`src/rtl/sevenseg_capture.sv`:
```
// rtl/sevenseg_capture.sv - reconstructs the displayed number from a multiplexed seven-segment bus
module sevenseg_capture #(
    parameter int STABLE_CYCLES  = 4,
    parameter int TIMEOUT_CYCLES = 200000
) (
    input  logic       clk,
    input  logic       rst_n,
    input  logic [6:0] an,
    input  logic [6:0] segment,
    output logic [3:0] ones,
    output logic [3:0] tens,
    output logic [3:0] hundreds,
    output logic [9:0] value,
    output logic       frame_valid,
    output logic       frame_err,
    output logic       changed,
    output logic       scan_active
);

    typedef enum logic {
        SETTLE = 1'b0,
        HOLD   = 1'b1
    } state_t;

    localparam logic [7:0]  STABLE_C   = 8'(STABLE_CYCLES);
    localparam logic [23:0] TIMEOUT_C  = 24'(TIMEOUT_CYCLES);
    localparam logic [23:0] TIMEOUT_M1 = 24'(TIMEOUT_CYCLES - 1);

    // Input sample registers
    logic [6:0] an_q;
    logic [6:0] seg_q;

    // Capture FSM and stability counter
    state_t     state;
    logic [7:0] stab_cnt;
    logic [7:0] stab_next;

    // Frame assembly
    logic [3:0] stage_ones;
    logic [3:0] stage_tens;
    logic [3:0] stage_hundreds;
    logic [2:0] mask;
    logic       bad;
    logic       done_q;
    logic       done_bad_q;

    // Idle supervision
    logic [23:0] idle_cnt;

    // Combinational helpers
    logic       pair_change;
    logic       stab_hit;
    logic       sel_valid;
    logic       sel_blank;
    logic       sel_illegal;
    logic       accept;
    logic       illegal_hit;
    logic       timeout_fire;
    logic [2:0] sel_onehot;
    logic [2:0] mask_next;
    logic       complete;
    logic [3:0] dec_digit;
    logic       dec_bad;
    logic [9:0] new_value;

    // Map an active-low segment pattern back to a BCD digit; unknown codes flag bad
    function automatic logic [4:0] seg_decode(input logic [6:0] code);
        logic [4:0] r;
        case (code)
            7'h40:   r = {1'b0, 4'd0};
            7'h79:   r = {1'b0, 4'd1};
            7'h24:   r = {1'b0, 4'd2};
            7'h30:   r = {1'b0, 4'd3};
            7'h19:   r = {1'b0, 4'd4};
            7'h12:   r = {1'b0, 4'd5};
            7'h02:   r = {1'b0, 4'd6};
            7'h78:   r = {1'b0, 4'd7};
            7'h00:   r = {1'b0, 4'd8};
            7'h10:   r = {1'b0, 4'd9};
            default: r = {1'b1, 4'd0};
        endcase
        return r;
    endfunction

    // Classify the select, decode the segments and derive the accept/timeout events
    always_comb begin
        pair_change = (an != an_q) || (segment != seg_q);
        if (pair_change) begin
            stab_next = 8'd1;
        end else if (stab_cnt == 8'hFF) begin
            stab_next = stab_cnt;
        end else begin
            stab_next = stab_cnt + 8'd1;
        end
        stab_hit = (stab_next == STABLE_C);

        sel_blank = (an_q == 7'h7F);
        sel_valid = (an_q[6:3] == 4'hF) &&
                    ((an_q[2:0] == 3'b110) || (an_q[2:0] == 3'b101) || (an_q[2:0] == 3'b011));
        sel_illegal = !sel_valid && !sel_blank;

        accept      = (state == SETTLE) && stab_hit && sel_valid;
        illegal_hit = (state == SETTLE) && stab_hit && sel_illegal;

        // A coincident accept keeps the partial frame alive
        timeout_fire = !accept && (idle_cnt == TIMEOUT_M1);

        sel_onehot = ~an_q[2:0];
        mask_next  = mask | sel_onehot;
        complete   = accept && (mask_next == 3'b111);

        {dec_bad, dec_digit} = seg_decode(seg_q);

        // hundreds*100 + tens*10 + ones as shifts: 100 = 64+32+4, 10 = 8+2
        new_value = {stage_hundreds, 6'b0}
                  + {1'b0, stage_hundreds, 5'b0}
                  + {4'b0, stage_hundreds, 2'b0}
                  + {3'b0, stage_tens, 3'b0}
                  + {5'b0, stage_tens, 1'b0}
                  + {6'b0, stage_ones};
    end

    // Register the display bus once per clock
    always_ff @(posedge clk or negedge rst_n) begin
        if (!rst_n) begin
            an_q  <= 7'h7F;
            seg_q <= 7'h7F;
        end else begin
            an_q  <= an;
            seg_q <= segment;
        end
    end

    // Stability counter and SETTLE/HOLD capture FSM
    always_ff @(posedge clk or negedge rst_n) begin
        if (!rst_n) begin
            stab_cnt <= 8'd0;
            state    <= SETTLE;
        end else begin
            stab_cnt <= stab_next;
            case (state)
                SETTLE: begin
                    if (accept || illegal_hit) begin
                        state <= HOLD;
                    end
                end
                HOLD: begin
                    // Only a new select re-arms capture; segment-only changes are ignored
                    if (an != an_q) begin
                        state <= SETTLE;
                    end
                end
                default: state <= SETTLE;
            endcase
        end
    end

    // Stage accepted digits, track the captured mask and the bad flag
    always_ff @(posedge clk or negedge rst_n) begin
        if (!rst_n) begin
            stage_ones     <= 4'd0;
            stage_tens     <= 4'd0;
            stage_hundreds <= 4'd0;
            mask           <= 3'b000;
            bad            <= 1'b0;
            done_q         <= 1'b0;
            done_bad_q     <= 1'b0;
        end else begin
            done_q     <= complete;
            done_bad_q <= complete && (bad || dec_bad);

            if (timeout_fire) begin
                mask <= 3'b000;
                bad  <= 1'b0;
            end

            if (illegal_hit) begin
                bad <= 1'b1;
            end

            if (accept) begin
                case (an_q[2:0])
                    3'b110:  stage_ones     <= dec_digit;
                    3'b101:  stage_tens     <= dec_digit;
                    3'b011:  stage_hundreds <= dec_digit;
                    default: ;
                endcase
                if (complete) begin
                    mask <= 3'b000;
                    bad  <= 1'b0;
                end else begin
                    mask <= mask_next;
                    if (dec_bad) begin
                        bad <= 1'b1;
                    end
                end
            end
        end
    end

    // Idle counter and scan_active level
    always_ff @(posedge clk or negedge rst_n) begin
        if (!rst_n) begin
            idle_cnt    <= 24'd0;
            scan_active <= 1'b0;
        end else if (accept) begin
            idle_cnt    <= 24'd0;
            scan_active <= 1'b1;
        end else if (idle_cnt != TIMEOUT_C) begin
            idle_cnt <= idle_cnt + 24'd1;
            if (timeout_fire) begin
                scan_active <= 1'b0;
            end
        end
    end

    // Publish the completed frame one clock after its final accept
    always_ff @(posedge clk or negedge rst_n) begin
        if (!rst_n) begin
            ones        <= 4'd0;
            tens        <= 4'd0;
            hundreds    <= 4'd0;
            value       <= 10'd0;
            frame_valid <= 1'b0;
            frame_err   <= 1'b0;
            changed     <= 1'b0;
        end else begin
            frame_valid <= done_q && !done_bad_q;
            frame_err   <= done_q && done_bad_q;
            changed     <= done_q && !done_bad_q && (new_value != value);
            if (done_q && !done_bad_q) begin
                ones     <= stage_ones;
                tens     <= stage_tens;
                hundreds <= stage_hundreds;
                value    <= new_value;
            end
        end
    end

endmodule

```
`config.mk`:
```
export PLATFORM = sky130hd
export DESIGN_NAME = sevenseg_capture
export DESIGN_NICKNAME = d
export VERILOG_FILES = /design/src/rtl/sevenseg_capture.sv
export SDC_FILE = /design/constraint.sdc
export NUM_CORES = 1
export LEC_CHECK = 0
export ABC_AREA = 0
export CAP_MARGIN = 10
export CORE_MARGIN = 2
export CORE_UTILIZATION = 55
export CTS_CLUSTER_DIAMETER = 200
export DETAILED_ROUTE_END_ITERATION = 7
export GPL_TIMING_DRIVEN = 0
export PLACE_DENSITY = 0.76
export SYNTH_ARGS = -nofsm -noshare
export SYNTH_HDL_FRONTEND = slang
export SYNTH_SLANG_ARGS = --single-unit
```
`constraint.sdc`:
```
create_clock -name clk -period 4 [get_ports clk]
set_input_delay 0.4 -clock clk [delete_from_list [all_inputs] [get_ports clk]]
set_output_delay 0.4 -clock clk [all_outputs]
set_load 0.05 [all_outputs]
```
* Word level (Yosys, flattened, before mapping)
Index checks and enable logic that the tools add are counted.
Operators by class: reduce and logical (&&, ||, !) cells 27, equality and inequality tests 22, add/sub/neg operators 7, multiplexer cells 19, bitwise logic cells 3
Operators with widths (count):
- one-hot mux 5 bit (10 select lines) | 1
- two-way mux 24 bit | 2
- == test 7 bit (second input constant) | 4
- adder 24 x 1 -> 24 bit (second input constant) | 1
- == test 24 x 18 -> 1 bit (second input constant) | 1
- != test 24 x 18 -> 1 bit (second input constant) | 1
- == test 7 x 5 -> 1 bit (second input constant) | 3
- two-way mux 8 bit | 2
- == test 7 x 6 -> 1 bit (second input constant) | 2
- != test 7 bit | 2
- logical AND 1 bit | 11
- adder 10 x 4 -> 10 bit | 1
- adder 10 x 5 -> 10 bit | 1
- adder 10 x 6 -> 10 bit | 1
- adder 10 x 7 -> 10 bit | 1
- adder 10 x 9 -> 10 bit | 1
- two-way mux 1 bit | 10
- != test 10 bit | 1
- == test 3 bit (second input constant) | 3
- two-way mux 3 bit | 3
- adder 8 x 1 -> 8 bit (second input constant) | 1
- == test 8 x 3 -> 1 bit (second input constant) | 1
- == test 8 bit (second input constant) | 1
- AND reduction 2 bit | 4
- 11 further kinds | 19
Storage, ports and cells: bits of input ports 16, output and inout port bits 26, register bits after elaboration 91

* Longest topological paths before layout
Gate-level depths: netlist of run 1.
depth in word-level cells 13, depth in mapped cells 13

* Worst setup path before layout of run 1
Ideal clock, no wire load.
path type register to register, start register stage_tens[2], end register changed, arrival 3.144 ns, path slack 0.722 ns, buffers on the path 0, cell stages (with the launch flop) 13, cell sequence dfrtp_1 -> inv_1 -> fa_1 -> fa_1 -> inv_1 -> ha_1 -> inv_1 -> fa_1 -> xnor2_1 -> a2111oi_0 -> nand3_1 -> a2111oi_0 -> a21oi_1
Between the ends: cells in the longest elaborated chain, start to end 5
Ends and longest elaborated chain:
- from (decl) | RTL line 40 | logic [3:0] stage_tens;
- from (signal assigned) | RTL line 184 | 3'b101: stage_tens <= dec_digit;
- adder 10 x 7 -> 10 bit | RTL line 118 | + {3'b0, stage_tens, 3'b0}
- adder 10 x 5 -> 10 bit * | RTL line 119 | + {5'b0, stage_tens, 1'b0}
- adder 10 x 4 -> 10 bit * | RTL line 120 | + {6'b0, stage_ones};
- != test 10 bit * | RTL line 230 | changed <= done_q && !done_bad_q && (new_value != value);
- logical AND 1 bit * | RTL line 230
- to (signal assigned) | RTL line 230
- to (decl) | RTL line 16 | output logic changed,
Every way passes the cells marked *; elsewhere a longest branch is shown, timed or not. A chain may end at the register's enable or synchronous reset.

* Final worst setup path of run 1
Ends and elaborated chain as after synthesis.

==> metrics.txt, run 1 <==
number of synthesized register bits 90; hold violation count in the final report 0; cell taking the most area after synthesis sky130_fd_sc_hd__dfrtp_1; Die X-Extent just under 100 um; per-cell via count in the routed design 5.502; synthesized cell area 0.004866 mm2; dpl cells a little over 600; kind of capture point of the worst setup path flop; count of maximum capacitance violations 0; f_max about 0.28 GHz; run status complete, no violations; final max-slew violation count 0; Worst Path Required roughly 4200 ps; pin count of the biggest net entering global routing 64; Most used DFF post-synth sky130_fd_sc_hd__dfrtp_1; cell area after layout 0.005635 mm2; area share of the leading cell type in the synthesized netlist 0.3908; Residual DRC 0; measured slew at the worst slew-check pin 728.2 ps; Avg Synthesized Cell Area ~11 um2; library cell contributing the largest single delay on the critical path sky130_fd_sc_hd__fa_1; cell types occupying the most area after synthesis sky130_fd_sc_hd__dfrtp_1 39%, sky130_fd_sc_hd__dfstp_2 7.6%, sky130_fd_sc_hd__xnor2_1 5.8%; setup repair after global routing missed its margin false; Filler Cells Inserted ~700; routability congestion estimate from global placement a little under 0.9; I/O Pins 42; path class of the lowest-slack min-delay path reg -> reg; number of non-filler instances in the completed layout 627; number of antenna repair diodes 0; area growth from synthesis to final layout 15.81%; Min Hold Slack ~480 ps; relative slew slack 0.5130; distinct cell type count after synthesis a little over 60; worst slack after detailed placement 433.8 ps; sinks on the clock net 90; antenna-violating nets left 0; Worst IR Drop VDD ~220 uV; Total GRT Usage 0.2081; number of antenna violations at the first check in global routing 0; Root Driver sky130_fd_sc_hd__clkbuf_8; number of buffers inserted by port buffering 41; drt pass-1 iters 5; CORE AREA roughly 0.0086 mm2; Final Routed Wirelength approximately 9.3 mm; vias in the first global route 3522; total setup violations reported at the end of the flow 0; post-layout worst setup margin about 430 ps; Reg clk slew, reported paths roughly 90 ps; CTS H-tree lvls 3; wire length of the first global-routing pass between 15 and 20 mm; number of enable flip-flop cells after synthesis 0; peak fanout along the critical path 3; most common cell after layout, fill and taps aside sky130_fd_sc_hd__dfrtp_1; critical path buffer and inverter count 3; highest cell delay on the worst timing path about 510 ps; sequential area share after synthesis 0.4664; Detail Placement HPWL slightly below 7 mm; maximum clock skew at final layout 7.638 ps; Area after DPL around 0.0054 mm2; syn nets 501; kind of critical path reg -> reg; clock tree from TritonCTS yes; power density over the cells 295.0 mW/mm2; leakage around 0.0026 uW; effective utilization at floorplan 0.5635; clock period minus final worst setup slack between 3000 and 4000 ps; final worst path period share 0.8924; Gates resized, CTS repair 0; area taken by flip-flops and latches 0.002270 mm2; WP data arrival roughly 3800 ps; number of rows created at floorplan 34; crit path cell chain inv_1, fa_1, fa_1, inv_1, ha_1, inv_1, fa_1, xnor2_1, a2111oi_0, nand3_1, a2111oi_0, a21oi_1; number of buffers inserted during clock tree synthesis 9; fraction of synthesis flops using an asynchronous set or reset pin 1.000; proportion of layout cells with a drive suffix above 1 0.1310; Die Outline Area around 0.0096 mm2; count of vias placed by the detailed router around 3.5k; Critical Path Source Type flop; kind of cell adding the most delay to the critical path adder cells; clock insertion delay at the later pin of the skew report 350 ps; total gr overflow 0; final net count 555; vertical die dimension 98.06 um; top library cells by usage in the layout, fill and taps aside 76 x sky130_fd_sc_hd__dfrtp_1, 43 x sky130_fd_sc_hd__nor2_1, 40 x sky130_fd_sc_hd__clkdlybuf4s50_1; DRC marker count from the first detailed-route iteration 128; average wire length per cell after detail routing about 15 um; count of warnings emitted by yosys 0; instance count of the mapped netlist 460; maximum clock path buffer count 2; area of the multi-input gates around 0.0024 mm2
-- Yosys cell counts, drive strengths merged (3+ instances only) --
| library cell | number |
|---|---|
| a21o | 5 |
| a21oi | 7 |
| and2b | 3 |
| and3 | 6 |
| and4 | 5 |
| buf | 11 |
| clkbuf | 8 |
| dfrtp | 76 |
| dfstp | 14 |
| fa | 7 |
| ha | 18 |
| inv | 29 |
| mux2 | 20 |
| mux2i | 6 |
| nand2 | 36 |
| nand2b | 4 |
| nand3 | 18 |
| nand4 | 11 |
| nor2 | 43 |
| nor3 | 14 |
| nor4 | 3 |
| nor4b | 3 |
| o21ai | 19 |
| o22ai | 3 |
| or4 | 3 |
| xnor2 | 33 |
| xor2 | 23 |
-- sequential cells by signal, indices dropped and copies added, names as in the netlist --
| signal | flops |
|---|---|
| stage_hundreds | 4 |
| hundreds | 4 |
| done_q | 1 |
| tens | 4 |
| state | 1 |
| an_q | 7 |
| done_bad_q | 1 |
| stage_ones | 4 |
| value | 9 |
| stab_cnt | 8 |
| stage_tens | 4 |
| idle_cnt | 24 |
| changed | 1 |
| frame_valid | 1 |
| frame_err | 1 |
| mask | 3 |
| seg_q | 7 |
| bad | 1 |
| ones | 4 |
| scan_active | 1 |
-- logic make-up after synthesis --
family	share of synthesized area
AO/OA/AOI/OAI	0.06892
buffers and inverters	0.04860
flip-flops	0.4664
adder cells (fa/ha/maj)	0.07508
AND/OR/NAND/NOR	0.1800
XOR/XNOR	0.1023
multiplexers	0.05863
-- what timing repair did --
item	4_1_cts	5_1_grt
hold buffers	1	0
endpoints found under the hold margin	27	0
setup endpoints to repair	0	0
setup buffers	0	0
-- per-stage QoR --
| stage | setup TNS, ps | total power (uW) | util |
|---|---|---|---|
| 4_1_cts | 0 | 1684 | 0.6526 |
| 5_1_grt | 0 | 1737 | 0.6526 |
| 2_1_floorplan | 0 | 1037 | - |
| 6_report | 0 | 1663 | 0.6526 |
| 3_5_place_dp | 0 | 1092 | 0.6295 |
| 3_3_place_gp | -45930 | 1085 | 0.6266 |
-- final timing paths --
check,depth (start not counted),slack (ps),endpoint,startpoint
worst max-delay path,12,430,changed,stage_tens[2]
worst min-delay path,1,480,frame_err,done_bad_q
worst min register to register,1,480,frame_err,done_bad_q
worst max register to register,12,430,changed,stage_tens[2]
max in group asynchronous,3,2820,an_q[5],rst_n
min in group asynchronous,2,490,tens[3],rst_n
-- power breakdown --
part | internal (uW) | switching [uW]
registers | 938 | 27.5
logic | 51.4 | 56.4
clock network | 262 | 327
-- layout make-up --
class,instances,area share
Buffer,19,0.02265
Clock buffer,11,0.02686
Clock inverter,5,0.006661
Inverter,29,0.01932
Multi-Input combinational cell,322,0.4187
Sequential cell,90,0.4028
Tap cell,108,0.02398
Timing Repair Buffer,43,0.07904
-- per-layer routing --
layer  track usage  vias up  share of wire
met5             0        -              0
met4       0.06624        0          0.015
met3       0.03508       12          0.034
met2        0.3541       70           0.50
met1        0.2735     1683           0.45
li1              -     1685              -
-- worst register-to-register path: cells and delay by family (launching register included) --
| family | cells | cell delay, ps |
|---|---|---|
| AND/OR/NAND/NOR | 1 | 130 |
| AO/OA/AOI/OAI | 3 | 890 |
| XOR/XNOR | 1 | 160 |
| flip-flops | 1 | 400 |
| buffers and inverters | 3 | 250 |
| adder cells (fa/ha/maj) | 4 | 1600 |
Note: power is estimated with default switching activity, not from simulation.
==> run 2, diff against run 1 <==
- ABC_CLOCK_PERIOD_IN_PS: not set -> 4000
- CELL_PAD_IN_SITES_DETAIL_PLACEMENT: not set -> 2
- CELL_PAD_IN_SITES_GLOBAL_PLACEMENT: not set -> 2
- CORE_UTILIZATION: 55 -> 38
- PLACE_DENSITY: 0.76 -> not set
- PLACE_DENSITY_LB_ADDON: not set -> 0.1
==> metrics.txt, run 2 (synthesis results as in run 1) <==
average wire length per cell after detail routing 17.55 um (was 14.76 um); final max-slew violation count 0 (unchanged); pin count of the biggest net entering global routing 50 (was 64); relative slew slack 0.4941 (was 0.5130); most common cell after layout, fill and taps aside sky130_fd_sc_hd__dfrtp_1 (unchanged); maximum clock path buffer count 2 (unchanged); top library cells by usage in the layout, fill and taps aside 76 x sky130_fd_sc_hd__dfrtp_1, 43 x sky130_fd_sc_hd__nor2_1, 40 x sky130_fd_sc_hd__clkdlybuf4s50_1 (unchanged); total of hold buffers inserted after clock tree synthesis 0 (was 1); total setup violations reported at the end of the flow 0 (unchanged); Detail Placement HPWL 8.837 mm (was 6.913 mm); area growth from synthesis to final layout 20.65% (was 15.81%); sinks on the clock net 90 (unchanged); Total Power Consumption 2093 uW (was 1663 uW); Die X-Extent 117.2 um (was 98.06 um); vertical die dimension 117.2 um (was 98.06 um); total gr overflow 0 (unchanged); leakage 0.002631 uW (was 0.002558 uW); kind of capture point of the worst setup path flop (unchanged); number of antenna violations at the first check in global routing 0 (unchanged); register with the most flip-flops idle_cnt (unchanged); Total Negative Setup Slacks 0 ps (unchanged); routability congestion estimate from global placement 0.7499 (was 0.8687); number of buffers inserted during clock tree synthesis 9 (unchanged); drt pass-1 iters 4 (was 5); number of rows created at floorplan 41 (was 34); effective utilization at floorplan 0.3872 (was 0.5635); biggest registers after layout idle_cnt x24, value x9, stab_cnt x8 (unchanged); Final Routed Wirelength 12.11 mm (was 9.256 mm); maximum clock skew at final layout 7.868 ps (was 7.638 ps); f_max 0.2730 GHz (was 0.2802 GHz); Worst Path Required 4210 ps (was 4220 ps); peak fanout along the critical path 3 (unchanged); CORE AREA 0.01257 mm2 (was 0.008636 mm2); setup repair after global routing missed its margin false (unchanged); clock period minus final worst setup slack 3663 ps (was 3569 ps); count of vias placed by the detailed router 3531 (was 3450); RR Startpoint stage_tens[2] (unchanged); path class of the lowest-slack min-delay path in -> async (was reg -> reg); hold violation count in the final report 0 (unchanged); Critical Path Source Type flop (unchanged); Die Outline Area 0.01373 mm2 (was 0.009616 mm2); run status complete, no violations (unchanged); clock tree from TritonCTS yes (unchanged); launching element of the worst setup path stage_tens[2] (unchanged); Worst IR Drop VDD 178.3 uV (was 218.5 uV); antenna-violating nets left 0 (unchanged); wire length of the first global-routing pass 20.33 mm (was 16.37 mm); Post-CTS Repair Setup Buffers 0 (unchanged); number of antenna repair diodes 0 (unchanged); I/O Pins 42 (unchanged); max reg flops 24 (unchanged); measured slew at the worst slew-check pin 753.0 ps (was 728.2 ps); Residual DRC 0 (unchanged); count of maximum capacitance violations 0 (unchanged); final worst path period share 0.9156 (was 0.8924); final net count 554 (was 555); CTS H-tree lvls 3 (unchanged); kind of critical path reg -> reg (unchanged); Gates resized, CTS repair 0 (unchanged); DRC marker count from the first detailed-route iteration 89 (was 128); per-cell via count in the routed design 5.117 (was 5.502); Reg clk slew, reported paths 70 ps (was 90 ps); Total GRT Usage 0.1937 (was 0.2081); power density over the cells 356.5 mW/mm2 (was 295.0 mW/mm2); clock insertion delay at the later pin of the skew report 350 ps (about the same); proportion of layout cells with a drive suffix above 1 0.1293 (was 0.1310); WP data arrival 3880 ps (was 3790 ps); vias in the first global route 3967 (was 3522); number of buffers inserted by port buffering 41 (unchanged); Root Driver sky130_fd_sc_hd__clkbuf_16 (was sky130_fd_sc_hd__clkbuf_8); Filler Cells Inserted 1326 (was 702)
-- run 2: cell count changes in the layout (fill, tap and decap cells not counted), sizes merged --
cell         before  now
clkbuf           19   20
clkinvlp          2    1
clkinv            2    0
bufinv            0    3
dlygate4sd3       1    0
inv              30   29
-- run 2: worst paths after layout --
path                               end  slack [ps]  cells past startpoint
max                            changed         340                     12
min                        hundreds[2]          50                      1
max reg2reg                    changed         340                     12
min reg2reg                    ones[3]         490                      2
max in group asynchronous  scan_active        3300                      2
min in group clk               ones[3]         490                      2
-- run 2: layout make-up --
cell class | instances | area, um2 | share of cell area
Multi-Input combinational cell | 322 | 2360 | 0.4020
Sequential cell | 90 | 2270 | 0.3866
Timing Repair Buffer | 42 | 435.4 | 0.07417
Clock buffer | 12 | 256.5 | 0.04369
Tap cell | 172 | 215.2 | 0.03666
Buffer | 19 | 127.6 | 0.02174
Inverter | 29 | 108.9 | 0.01854
Clock inverter | 4 | 97.59 | 0.01662
-- run 2: per-layer routing --
layer,global-route usage,vias up,wire [um]
li1,-,1685,-
met1,0.2483,1785,5442
met2,0.3280,46,6172
met3,0.03450,15,287
met4,0.07216,0,208
met5,0,-,0
-- run 2: per-stage QoR --
step	util	std cells	hold slack (ps)	cell area (um2)	setup slack (ps)
2_1_floorplan	-	460	104.4	4866	722.2
4_1_cts	0.4671	690	57.55	5871	232.4
3_5_place_dp	0.4389	674	434.7	5517	226.2
3_3_place_gp	0.4369	673	467.7	5492	-952.3
6_report	0.4671	690	50.78	5871	337.5
5_1_grt	0.4671	690	75.65	5871	38.15
-- run 2: critical path, stage by stage (launching register included) --
cell and delay (ps):
sky130_fd_sc_hd__dfrtp_1 380, sky130_fd_sc_hd__inv_1 150, sky130_fd_sc_hd__fa_1 460, sky130_fd_sc_hd__fa_1 520, sky130_fd_sc_hd__inv_1 50, sky130_fd_sc_hd__ha_1 200, sky130_fd_sc_hd__inv_1 70, sky130_fd_sc_hd__fa_1 450
sky130_fd_sc_hd__xnor2_1 140, sky130_fd_sc_hd__a2111oi_0 390, sky130_fd_sc_hd__nand3_1 130, sky130_fd_sc_hd__a2111oi_0 460, sky130_fd_sc_hd__a21oi_1 130
-- run 2: power breakdown --
part	internal (uW)	leakage (uW)	switching, uW	total (uW)
clock network	646	0.000169	368	1010
registers	939	0.00119	28.3	967
logic	50.8	0.00127	60.6	111
total	1640	0.00263	457	2090
==> run 3, diff against run 2 <==
- PLACE_DENSITY: not set -> 0.9
- PLACE_DENSITY_LB_ADDON: 0.1 -> not set
- SLEW_MARGIN: not set -> 10
==> metrics.txt, run 3 (synthesis results as in run 1) <==
average wire length per cell after detail routing 20.29 um (was 17.55 um); share of total power in the clock network 0.452 (was 0.484); vertical die dimension 117.2 um (unchanged); CTS H-tree lvls 3 (unchanged); leakage 0.002614 uW (was 0.002631 uW); WP data arrival 3960 ps (was 3880 ps); worst slack after detailed placement -114.0 ps (was 226.2 ps); hold violation count in the final report 0 (unchanged); drt pass-1 iters 4 (unchanged); Final Routed Wirelength 14.00 mm (was 12.11 mm); number of antenna violations at the first check in global routing 0 (unchanged); Total GRT Usage 0.2239 (was 0.1937); proportion of layout cells with a drive suffix above 1 0.1274 (was 0.1293); Total Power Consumption 1999 uW (was 2093 uW); number of rows created at floorplan 41 (unchanged); Worst IR Drop VDD 154.6 uV (was 178.3 uV); clock period minus final worst setup slack 3750 ps (was 3663 ps); cell area after layout 0.005834 mm2 (was 0.005871 mm2); library cell contributing the largest single delay on the critical path sky130_fd_sc_hd__fa_1 (unchanged); vias in the first global route 4233 (was 3967); critical path buffer and inverter count 3 (unchanged); maximum clock path buffer count 2 (unchanged); clock insertion delay at the later pin of the skew report 350 ps (about the same); path class of the lowest-slack min-delay path in -> async (unchanged); peak fanout along the critical path 3 (unchanged); antenna-violating nets left 0 (unchanged); Sequential Power Share 0.488 (was 0.462); highest cell delay on the worst timing path 540 ps (was 520 ps); kind of capture point of the worst setup path flop (unchanged); post-layout worst setup margin 250.4 ps (was 337.5 ps); measured slew at the worst slew-check pin 844.2 ps (was 753.0 ps); final net count 554 (unchanged); run status complete, no violations (unchanged); kind of cell adding the most delay to the critical path adder cells (unchanged); CORE AREA 0.01257 mm2 (unchanged); Reg clk slew, reported paths 70 ps (about the same); number of antenna repair diodes 0 (unchanged); setup repair after global routing missed its margin false (unchanged); count of vias placed by the detailed router 3607 (was 3531); f_max 0.2667 GHz (was 0.2730 GHz); routability congestion estimate from global placement 0.7818 (was 0.7499); proportion of power drawn by combinational gates 0.060 (was 0.053); I/O Pins 42 (unchanged); Root Driver sky130_fd_sc_hd__clkbuf_16 (unchanged); biggest registers after layout idle_cnt x24, value x9, stab_cnt x8 (unchanged); switching portion of total power 0.2307 (was 0.2184); Worst Path Required 4210 ps (about the same); pin count of the biggest net entering global routing 54 (was 50); per-cell via count in the routed design 5.228 (was 5.117); sinks on the clock net 90 (unchanged); Area after DPL 0.005517 mm2 (unchanged); net switching power of the design 461.2 uW (was 457.1 uW); Critical Path Source Type flop (unchanged); DRC marker count from the first detailed-route iteration 122 (was 89); maximum clock skew at final layout 10.60 ps (was 7.868 ps); number of buffers inserted by port buffering 41 (unchanged); register with the most flip-flops idle_cnt (unchanged); kind of critical path reg -> reg (unchanged); most common cell after layout, fill and taps aside sky130_fd_sc_hd__dfrtp_1 (unchanged); relative slew slack 0.4355 (was 0.4941); Die X-Extent 117.2 um (unchanged); Residual DRC 0 (unchanged); number of buffers inserted during clock tree synthesis 9 (unchanged); count of maximum capacitance violations 0 (unchanged); total setup violations reported at the end of the flow 0 (unchanged); Detail Placement HPWL 10.46 mm (was 8.837 mm); max reg flops 24 (unchanged); final worst path period share 0.9374 (was 0.9156); clock tree from TritonCTS yes (unchanged); area growth from synthesis to final layout 19.90% (was 20.65%); power density over the cells 342.7 mW/mm2 (was 356.5 mW/mm2); effective utilization at floorplan 0.3872 (unchanged); number of cells on the worst reg-to-reg path 12 (unchanged); total stage count of the critical path 12 (unchanged); final max-slew violation count 0 (unchanged); top library cells by usage in the layout, fill and taps aside 76 x sky130_fd_sc_hd__dfrtp_1, 43 x sky130_fd_sc_hd__nor2_1, 40 x sky130_fd_sc_hd__clkdlybuf4s50_1 (unchanged); Die Outline Area 0.01373 mm2 (unchanged); total gr overflow 0 (unchanged); wire length of the first global-routing pass 23.05 mm (was 20.33 mm); internal power component 1538 uW (was 1636 uW); crit path cell chain inv_1, fa_1, fa_1, inv_1, ha_1, inv_1, fa_1, xnor2_1, a2111oi_2, nand3_1, a2111oi_2, a21oi_1 (was inv_1, fa_1, fa_1, inv_1, ha_1, inv_1, fa_1, xnor2_1, a2111oi_0, nand3_1, a2111oi_0, a21oi_1)
[run 3: changes by cell type in the layout (fill, tap and decap cells not counted), sizes merged]
| cell | change |
|---|---|
| bufinv | -1 |
| clkbuf | +1 |
| clkinv | +1 |
| clkinvlp | -1 |
[run 3: power by group through the flow]
stage	Clock (uW)	Sequential, uW	Combinational, uW
floorplan	0	977	59.8
global route	963	977	132
global placement	0	983	104
CTS	930	975	122
finish	904	976	120
detailed placement	0	988	119
[run 3: final timing paths]
| kind | start | end | slack [ps] |
|---|---|---|---|
| max reg2reg | stage_tens[2] | changed | 250 |
| max in group asynchronous | rst_n | idle_cnt[15] | 3320 |
| min | rst_n | done_bad_q | 30 |
| max | stage_tens[2] | changed | 250 |
| min in group clk | scan_active | scan_active | 500 |
| min reg2reg | scan_active | scan_active | 500 |
[run 3: layout make-up]
type,instances,area [um2]
fill,1287,6734
multi-input combinational,322,2372
sequential,90,2270
timing repair buffer,42,435.4
clock buffer,13,240.2
tap,172,215.2
buffer,19,127.6
inverter,29,108.9
clock inverter,3,65.06
[run 3: timing repair]
item / CTS / global route
endpoints found under the setup margin: 1 / 1
hold buffers: 0 / 0
buffers inserted: 0 / 0
gates resized for setup: 2 / 2
[run 3: through the flow]
stage | utilization | TNS [ps] | hold slack [ps] | instances
2_1_floorplan | - | 0 | 104.4 | 460
3_3_place_gp | 0.4369 | -57760 | 463.5 | 673
3_5_place_dp | 0.4389 | -114.0 | 412.4 | 674
4_1_cts | 0.4634 | 0 | 34.69 | 690
5_1_grt | 0.4642 | 0 | 55.04 | 690
6_report | 0.4642 | 0 | 31.06 | 690
[run 3: per-layer routing]
layer  GRT usage  routed length (um)  part of all wire
met1      0.2548                5712              0.41
met2      0.4245                7703              0.55
met3     0.03090                 297             0.021
met4     0.08078                 290             0.021
met5           0                   0                 0
